## config.mk

```make
export PLATFORM = sky130hd
export DESIGN_NAME = intersection_controller
export DESIGN_NICKNAME = d
export VERILOG_FILES = /design/src/rtl/intersection_controller.sv
export SDC_FILE = /design/constraint.sdc
export NUM_CORES = 1
export LEC_CHECK = 0
export CORE_MARGIN = 5
export CORE_UTILIZATION = 51
export DETAILED_ROUTE_END_ITERATION = 7
export PLACE_DENSITY_LB_ADDON = 0.1
export SLEW_MARGIN = 20
export SYNTH_ARGS = -nofsm -noshare
export SYNTH_HDL_FRONTEND = slang
export SYNTH_SLANG_ARGS = --single-unit
```

## constraint.sdc

```tcl
create_clock -name clk -period 1.95 [get_ports clk]
set_input_delay 0.39 -clock clk [delete_from_list [all_inputs] [get_ports clk]]
set_output_delay 0.39 -clock clk [all_outputs]
set_load 0.05 [all_outputs]
```

## src/rtl/intersection_controller.sv

```systemverilog
// Actuated NS/EW intersection sequencer with min/max green, yellow and all-red clearance.
// Optional pedestrian walk phase enabled by defining INTERSECTION_PED_EN.
module intersection_controller #(
    parameter int CNT_W     = 8,
    parameter int GREEN_MIN = 8,
    parameter int GREEN_MAX = 20,
    parameter int YELLOW_T  = 3,
    parameter int ALLRED_T  = 1,
    parameter int WALK_T    = 6
) (
    input  logic       clk,
    input  logic       rst,
    input  logic       ns_req,
    input  logic       ew_req,
    input  logic       ped_req,
    output logic       ns_red,
    output logic       ns_yellow,
    output logic       ns_green,
    output logic       ew_red,
    output logic       ew_yellow,
    output logic       ew_green,
    output logic       walk,
    output logic [2:0] phase
);
    typedef enum logic [2:0] {
        ALLRED_A  = 3'd0,
        NS_GREEN  = 3'd1,
        NS_YELLOW = 3'd2,
        ALLRED_B  = 3'd3,
        EW_GREEN  = 3'd4,
        EW_YELLOW = 3'd5,
        PED_WALK  = 3'd6,
        ILLEGAL   = 3'd7
    } state_e;

    localparam logic [CNT_W-1:0] GMIN_L   = CNT_W'(GREEN_MIN - 1);
    localparam logic [CNT_W-1:0] GMAX_L   = CNT_W'(GREEN_MAX - 1);
    localparam logic [CNT_W-1:0] YELLOW_L = CNT_W'(YELLOW_T - 1);
    localparam logic [CNT_W-1:0] ALLRED_L = CNT_W'(ALLRED_T - 1);

    state_e           state_q, state_d;
    logic [CNT_W-1:0] timer_q, timer_d;
    logic             ns_pend_q, ns_pend_d;
    logic             ew_pend_q, ew_pend_d;
    logic             ped_pend_q;
    logic             in_green;

`ifdef INTERSECTION_PED_EN
    localparam logic [CNT_W-1:0] WALK_L = CNT_W'(WALK_T - 1);
    logic ped_pend_d;
    // ret_q: 0 = walk returns to NS green, 1 = walk returns to EW green
    logic ret_q, ret_d;
`else
    logic unused_ped;
    assign unused_ped = ped_req;
    assign ped_pend_q = 1'b0;
`endif

    always_comb begin
        state_d = state_q;
`ifdef INTERSECTION_PED_EN
        ret_d   = ret_q;
`endif
        case (state_q)
            ALLRED_A: if (timer_q == ALLRED_L) begin
`ifdef INTERSECTION_PED_EN
                if (ped_pend_q) begin
                    state_d = PED_WALK;
                    ret_d   = 1'b0;
                end else
`endif
                    state_d = NS_GREEN;
            end
            NS_GREEN: if ((ew_pend_q | ped_pend_q) && (timer_q >= GMIN_L) &&
                          (!ns_req || (timer_q >= GMAX_L)))
                state_d = NS_YELLOW;
            NS_YELLOW: if (timer_q == YELLOW_L) state_d = ALLRED_B;
            ALLRED_B: if (timer_q == ALLRED_L) begin
`ifdef INTERSECTION_PED_EN
                if (ped_pend_q) begin
                    state_d = PED_WALK;
                    ret_d   = 1'b1;
                end else
`endif
                    state_d = EW_GREEN;
            end
            EW_GREEN: if ((ns_pend_q | ped_pend_q) && (timer_q >= GMIN_L) &&
                          (!ew_req || (timer_q >= GMAX_L)))
                state_d = EW_YELLOW;
            EW_YELLOW: if (timer_q == YELLOW_L) state_d = ALLRED_A;
`ifdef INTERSECTION_PED_EN
            PED_WALK: if (timer_q == WALK_L) state_d = ret_q ? EW_GREEN : NS_GREEN;
`endif
            default: state_d = ALLRED_A;
        endcase
    end

    // Green timers saturate so an uncontested green can rest indefinitely.
    assign in_green = (state_q == NS_GREEN) || (state_q == EW_GREEN);

    always_comb begin
        if (state_d != state_q)
            timer_d = '0;
        else if (in_green && (timer_q >= GMAX_L))
            timer_d = timer_q;
        else
            timer_d = timer_q + CNT_W'(1);
    end

    // Entering a green clears its own request, overriding a same-edge set.
    assign ns_pend_d = (ns_pend_q | ns_req) & ~((state_d == NS_GREEN) && (state_q != NS_GREEN));
    assign ew_pend_d = (ew_pend_q | ew_req) & ~((state_d == EW_GREEN) && (state_q != EW_GREEN));
`ifdef INTERSECTION_PED_EN
    assign ped_pend_d = (ped_pend_q | ped_req) & ~((state_d == PED_WALK) && (state_q != PED_WALK));
`endif

    always_ff @(posedge clk) begin
        if (rst) begin
            state_q    <= ALLRED_A;
            timer_q    <= '0;
            ns_pend_q  <= 1'b0;
            ew_pend_q  <= 1'b0;
`ifdef INTERSECTION_PED_EN
            ped_pend_q <= 1'b0;
            ret_q      <= 1'b0;
`endif
        end else begin
            state_q    <= state_d;
            timer_q    <= timer_d;
            ns_pend_q  <= ns_pend_d;
            ew_pend_q  <= ew_pend_d;
`ifdef INTERSECTION_PED_EN
            ped_pend_q <= ped_pend_d;
            ret_q      <= ret_d;
`endif
        end
    end

    always_comb begin
        ns_red    = 1'b1;
        ns_yellow = 1'b0;
        ns_green  = 1'b0;
        ew_red    = 1'b1;
        ew_yellow = 1'b0;
        ew_green  = 1'b0;
        walk      = 1'b0;
        case (state_q)
            NS_GREEN:  begin ns_red = 1'b0; ns_green  = 1'b1; end
            NS_YELLOW: begin ns_red = 1'b0; ns_yellow = 1'b1; end
            EW_GREEN:  begin ew_red = 1'b0; ew_green  = 1'b1; end
            EW_YELLOW: begin ew_red = 1'b0; ew_yellow = 1'b1; end
`ifdef INTERSECTION_PED_EN
            PED_WALK:  walk = 1'b1;
`endif
            default: ;
        endcase
    end

    assign phase = state_q;

endmodule

```

==> qor.yml, run 1 <==
floorplanning:
  core_area_sq_um: 1727
  die_w_um: 52.41
  die_y_um: 52.41
  io_pins: 15
  die_area_sq_um: 2746
  start_util: 0.5312
  rows: 15
outcome:
  status: "completed"
clock_tree:
  insertion_delay_ns: 0.29
  clk_path_buf_depth: 2
  root_buffer: "clkbuf_4"
  cts_max_level: 1
  clk_pin_slew_ns: 0.08
  cts_tree: "yes"
  cts_sinks: 13
  cts_made_buffers: 3
drt:
  drtIter0Drc: 28
  wl_per_cell_um: 13.99
  vias: 839
  postRouteAntennaNets: 0
  vias_per_cell: 5.593
  drc: 0
  routed_wl_um: 2098
  drtPass1Iterations: 4
cells_and_area:
  area_delta_synth_final_pct: 23.87
  mostFrequentLayoutCell: "buf_4"
  nNetsFinal: 134
  post-route-util: 0.6580
  postLayoutCellArea_sq_um: 1136
  drive_gt1_frac: 0.3040
  fin_cells: 150
  final_cell_mix: "buf_4, nor3_1, dfxtp_1"
  diodes: 0
synth:
  async_reset_ff_frac: 0
  synthFlopType: "dfxtp_1"
  synthesis.area_sq_um: 917.1
  synth_edf_count: 0
  yosys.cell_types.count: 34
  syn_inst: 110
  syn-num-nets: 118
  ys_ff_latch: 13
  ys_warn_count: 0
  synth_area_per_cell_sq_um: 8.338
  synth-seq-area-share: 0.2838
sta:
  finalCriticalPeriod_ns: 1.865
  period_share: 0.9562
  hold_viol_final: 0
  whs_ns: 0.4981
  fin_skew_ns: 0.006806
  maxSlewViolCount: 0
  setup_viol: 0
  fmax_mhz: 536.3
  rsz0062_at_grt: "false"
  setup_slack_ns: 0.08534
  tns_ns: 0
setup_path:
  crit_type: "flip-flop to primary output"
  critPathLaunchType: "flip-flop"
  r2r-start: "timer_q[1]$_SDFFE_PP0N_"
  regToRegEndpoint: "timer_q[4]$_SDFFE_PP0N_"
  crit_path_start: "phase[2]$_SDFF_PP0_"
  crit_arrival_ns: 1.47
  path_max_fanout: 10
  crit_required_ns: 1.56
  endpoint_kind: "primary output"
  reg2reg_slack_ns: 0.20
  critPathCapture: "ns_red"
  reg2reg_depth: 7
place:
  placed_cell_area_sq_um: 1102
  place_congestion: 0.8832
  place_inst: 146
  hpwl_um: 1606
  dp_slack_ns: 0.03426
  io_buffers: 12
grt:
  grt_max_degree: 13
  antenna_found_initial: 0
  globalRoute.totalOverflow: 0
  grt_pass1_vias: 777
  grt_pass1_wl_um: 3539
  groute.usage.overall: 0.1798
power_and_ir_drop:
  power.leakage_nw: 0.4217
  powerDensity_nw_per_um2: 707.8
  peakVddDrop_mv: 0.5244
  power.total_mw: 0.8041
job:
  cap_violations: 0
worst_hold_path:
  hold_class: "flip-flop to flip-flop"
==> cell type report <==
class / count / area, sq um
Clock buffer: 4 / 26.28
Fill cell: 158 / 590.6
Inverter: 6 / 26.28
Multi-Input combinational cell: 82 / 580.6
Sequential cell: 13 / 264.0
Tap cell: 25 / 31.28
Timing Repair Buffer: 20 / 207.7
==> Yosys cell counts, types with 3 or more instances <==
| cell type | n | area share |
|---|---|---|
| a21oi_1 | 4 | 0.022 |
| a31oi_1 | 3 | 0.020 |
| buf_4 | 3 | 0.025 |
| buf_6 | 5 | 0.061 |
| dfxtp_1 | 13 | 0.28 |
| ha_1 | 3 | 0.041 |
| inv_1 | 6 | 0.025 |
| nand2_1 | 8 | 0.033 |
| nand3_1 | 4 | 0.022 |
| nor2_1 | 11 | 0.045 |
| nor3_1 | 10 | 0.055 |
| o21ai_0 | 4 | 0.022 |
| or3_1 | 3 | 0.020 |
| xnor2_1 | 5 | 0.048 |
==> how the worst min path moves through the flow <==
stage	start	end	slack (ns)	cells after the start
2_1_floorplan	ew_pend_q$_SDFF_PP0_	ew_pend_q$_SDFF_PP0_	0.45	1
3_3_place_gp	ew_pend_q$_SDFF_PP0_	ew_pend_q$_SDFF_PP0_	0.46	1
3_5_place_dp	ew_pend_q$_SDFF_PP0_	ew_pend_q$_SDFF_PP0_	0.48	1
4_1_cts	ew_pend_q$_SDFF_PP0_	ew_pend_q$_SDFF_PP0_	0.50	1
5_1_grt	ew_pend_q$_SDFF_PP0_	ew_pend_q$_SDFF_PP0_	0.52	1
6_report	ew_pend_q$_SDFF_PP0_	ew_pend_q$_SDFF_PP0_	0.50	1
==> power by group <==
part	total [mW]	internal (mW)	leakage [nW]	switching [mW]
clock	0.172	0.0796	0.0150	0.0925
combinational	0.329	0.135	0.300	0.194
sequential	0.303	0.286	0.107	0.0175
total	0.804	0.500	0.422	0.304
==> sequential cells by signal (all words and copies together), names as in the netlist <==
register and count:
timer_q 8, phase 3, ew_pend_q 1, ns_pend_q 1
==> per-layer routing <==
layer	track usage	part of all wire
met5	0	0
met4	0.1021	0.021
met3	0.03419	0.051
met2	0.2727	0.46
met1	0.2349	0.47
==> worst max-delay path, cell delays in order, from the launching register on <==
cell        delay [ns]
dfxtp_2           0.40
or3_4             0.44
clkinvlp_4        0.12
nor2_4            0.04
buf_4             0.18
==> cells by family (layout without fill, tap and decap cells) <==
kind of cell / Yosys count / count (layout) / synth area share
DFF: 13 / 13 / 0.2838
buffers and inverters: 15 / 30 / 0.1159
adders and majority gates: 3 / 3 / 0.04093
muxes: 2 / 2 / 0.02183
AOI/OAI and AO/OA: 23 / 23 / 0.1855
other: 1 / 1 / 0.004089
and+or+nand+nor: 46 / 46 / 0.2810
xor gates and xnor gates: 7 / 7 / 0.06685
==> repair_timing <==
action	in CTS	in global routing
buffers inserted	0	0
hold buffers	0	0
hold endpoints to repair	0	0
gates resized for setup	0	2
setup endpoints to repair	0	10
Note: power is estimated with default switching activity, not from simulation.
==> run 2: changes to the inputs <==
--- a/config.mk
+++ b/config.mk
@@ -9,6 +9,7 @@
 export CORE_UTILIZATION = 51
 export DETAILED_ROUTE_END_ITERATION = 7
 export PLACE_DENSITY_LB_ADDON = 0.1
+export RECOVER_POWER = 50
 export SLEW_MARGIN = 20
 export SYNTH_ARGS = -nofsm -noshare
 export SYNTH_HDL_FRONTEND = slang
==> run 2 against run 1 <==
Effect of this change:
- final cell count stayed put
- sequential share of layout area is 0.39 points higher
- die area stayed put
- non-clock buffer count stayed put
- sequential power hardly changed
- critical endpoint unchanged
- largest cell class unchanged
==> qor.yml, run 2 (synthesis gave the netlist of run 1 again) <==
floorplanning:
  core_area_sq_um: 1727  # unchanged
  start_util: 0.5312  # unchanged
  rows: 15  # unchanged
  die_area_sq_um: 2746  # unchanged
  die_w_um: 52.41  # unchanged
  io_pins: 15  # unchanged
  die_y_um: 52.41  # unchanged
setup_path:
  crit_required_ns: 1.56  # about the same
  crit_type: "flip-flop to primary output"
  crit_path_start: "phase[2]$_SDFF_PP0_"
  endpoint_kind: "primary output"
  critPathLaunchType: "flip-flop"
  regToRegEndpoint: "timer_q[4]$_SDFFE_PP0N_"
  r2r-start: "timer_q[5]$_SDFFE_PP0N_"
  critPathCapture: "ns_red"
  path_cells: "or3_4 -> clkinvlp_4 -> nor2_4 -> buf_4"
  cpPeakStageDelay_ns: 0.44  # about the same
  slowest_stage: "or3_4"
  reg2reg_depth: 6  # -1
  reg2reg_slack_ns: 0.20  # about the same
  crit_arrival_ns: 1.47  # about the same
  path_max_fanout: 10  # unchanged
cells_and_area:
  mostFrequentLayoutCell: "buf_4"
  nNetsFinal: 134  # unchanged
  postLayoutCellArea_sq_um: 1117  # -1.7%
  final_cell_mix: "buf_4, nor2_1, nor3_1, dfxtp_1, nand2_1"
  largest_register_ffs: 8  # unchanged
  n_fill_cell: 164  # +3.8%
  diodes: 0  # unchanged
  area_delta_synth_final_pct: 21.83
  drive_gt1_frac: 0.2640  # -0.04000
  largest-register: "timer_q"
clock_tree:
  cts_tree: "yes"
  clk_pin_slew_ns: 0.08  # about the same
  cts_max_level: 1  # unchanged
  cts_sinks: 13  # unchanged
  cts_made_buffers: 3  # unchanged
  insertion_delay_ns: 0.29  # about the same
  postCtsSetupBuffers: 0  # unchanged
  clk_path_buf_depth: 2  # unchanged
  cts_resized: 0  # unchanged
  root_buffer: "clkbuf_4"
  hold_buffers: 0  # unchanged
power_and_ir_drop:
  peakVddDrop_mv: 0.5223  # -0.40%
  p_int_mw: 0.4958  # -0.89%
  power_switching_mw: 0.2990  # -1.6%
  clkPwrFrac: 0.216  # +0.002
  power.leakage_nw: 0.4184  # -0.78%
  powerDensity_nw_per_um2: 711.3  # +0.50%
  power_frac_comb: 0.402  # -0.007
  power.total_mw: 0.7948  # -1.2%
  switching_share: 0.3762  # -0.001676
  pwr-share-seq: 0.381  # +0.004
sta:
  fmax_mhz: 536.7  # about the same
  finalCriticalPeriod_ns: 1.863  # -0.001512 ns
  worstMarginPinSlew_ns: 0.5978
  tns_ns: 0  # unchanged
  setup_viol: 0  # unchanged
  period_share: 0.9555  # about the same
  whs_ns: 0.4979  # -0.0001490 ns
  maxSlewViolCount: 0  # unchanged
  fin_skew_ns: 0.006403  # -0.0004024 ns
  hold_viol_final: 0  # unchanged
  rsz0062_at_grt: "false"
  slew_headroom: 0.6032
drt:
  postRouteAntennaNets: 0  # unchanged
  drtPass1Iterations: 4  # unchanged
  vias: 821  # -2.1%
  wl_per_cell_um: 14.18  # +1.4%
  drtIter0Drc: 29  # +3.6%
  routed_wl_um: 2127  # +1.4%
  drc: 0  # unchanged
  vias_per_cell: 5.473  # -2.1%
grt:
  grt_pass1_wl_um: 3539  # unchanged
  met1_usage: 0.2349  # unchanged
  antenna_found_initial: 0  # unchanged
  globalRoute.totalOverflow: 0  # unchanged
  grt_pass1_vias: 777  # unchanged
  groute.usage.overall: 0.1798  # unchanged
  grt-busiest-layer: "met2"
  grt_max_degree: 13  # unchanged
  met3_usage: 0.03419  # unchanged
  grt_util_met2: 0.2727  # unchanged
place:
  hpwl_um: 1606  # unchanged
  io_buffers: 12  # unchanged
  placed_cell_area_sq_um: 1102  # unchanged
  place_congestion: 0.8832  # unchanged
worst_hold_path:
  whs_path_depth: 1  # unchanged
  hold_class: "flip-flop to flip-flop"
job:
  cap_violations: 0  # unchanged
outcome:
  status: "completed"
-- run 2: power by group through the flow --
stage / combinational, mW / sequential (mW) / clock [mW]
after CTS: 0.327 / 0.303 / 0.181
after global placement: 0.320 / 0.308 / 0
after detailed placement: 0.327 / 0.309 / 0
final: 0.320 / 0.303 / 0.172
after global routing: 0.347 / 0.307 / 0.196
after floorplan: 0.234 / 0.321 / 0
-- run 2: final cells by class --
cell class	instances	area, sq um	area share
Clock buffer	4	26.28	0.02352
Inverter	6	26.28	0.02352
Multi-Input combinational cell	82	565.5	0.5062
Sequential cell	13	264.0	0.2363
Tap cell	25	31.28	0.02800
Timing Repair Buffer	20	203.9	0.1825
-- run 2: per-layer routing --
| metal | vias up | wire (um) | share of wire |
|---|---|---|---|
| li1 | 417 | - | - |
| met1 | 377 | 1022 | 0.48 |
| met2 | 23 | 954 | 0.45 |
| met3 | 4 | 104 | 0.049 |
| met4 | 0 | 44 | 0.021 |
| met5 | - | 0 | 0 |
-- run 2: stage by stage --
| stage | util | setup slack [ns] | cells |
|---|---|---|---|
| detailed placement | 0.6384 | 0.03426 | 146 |
| global route | 0.6471 | 0.01084 | 150 |
| finish | 0.6471 | 0.08685 | 150 |
| floorplan | - | 0.01793 | 110 |
| global placement | 0.6384 | 0.03660 | 146 |
| CTS | 0.6536 | 0.01563 | 150 |
-- run 2: worst min-delay path by stage --
stage	startpoint	to	slack, ns
after global placement	ew_pend_q$_SDFF_PP0_	ew_pend_q$_SDFF_PP0_	0.46
after floorplan	ew_pend_q$_SDFF_PP0_	ew_pend_q$_SDFF_PP0_	0.45
after detailed placement	ew_pend_q$_SDFF_PP0_	ew_pend_q$_SDFF_PP0_	0.48
after global routing	ew_pend_q$_SDFF_PP0_	ew_pend_q$_SDFF_PP0_	0.52
final	ew_pend_q$_SDFF_PP0_	ew_pend_q$_SDFF_PP0_	0.50
after CTS	ew_pend_q$_SDFF_PP0_	ew_pend_q$_SDFF_PP0_	0.50
-- run 2: critical path: cells and delay by family (launching register included) --
| kind | cells | cell delay [ns] |
|---|---|---|
| DFF | 1 | 0.39 |
| buffers and inverters | 2 | 0.31 |
| and+or+nand+nor | 2 | 0.48 |
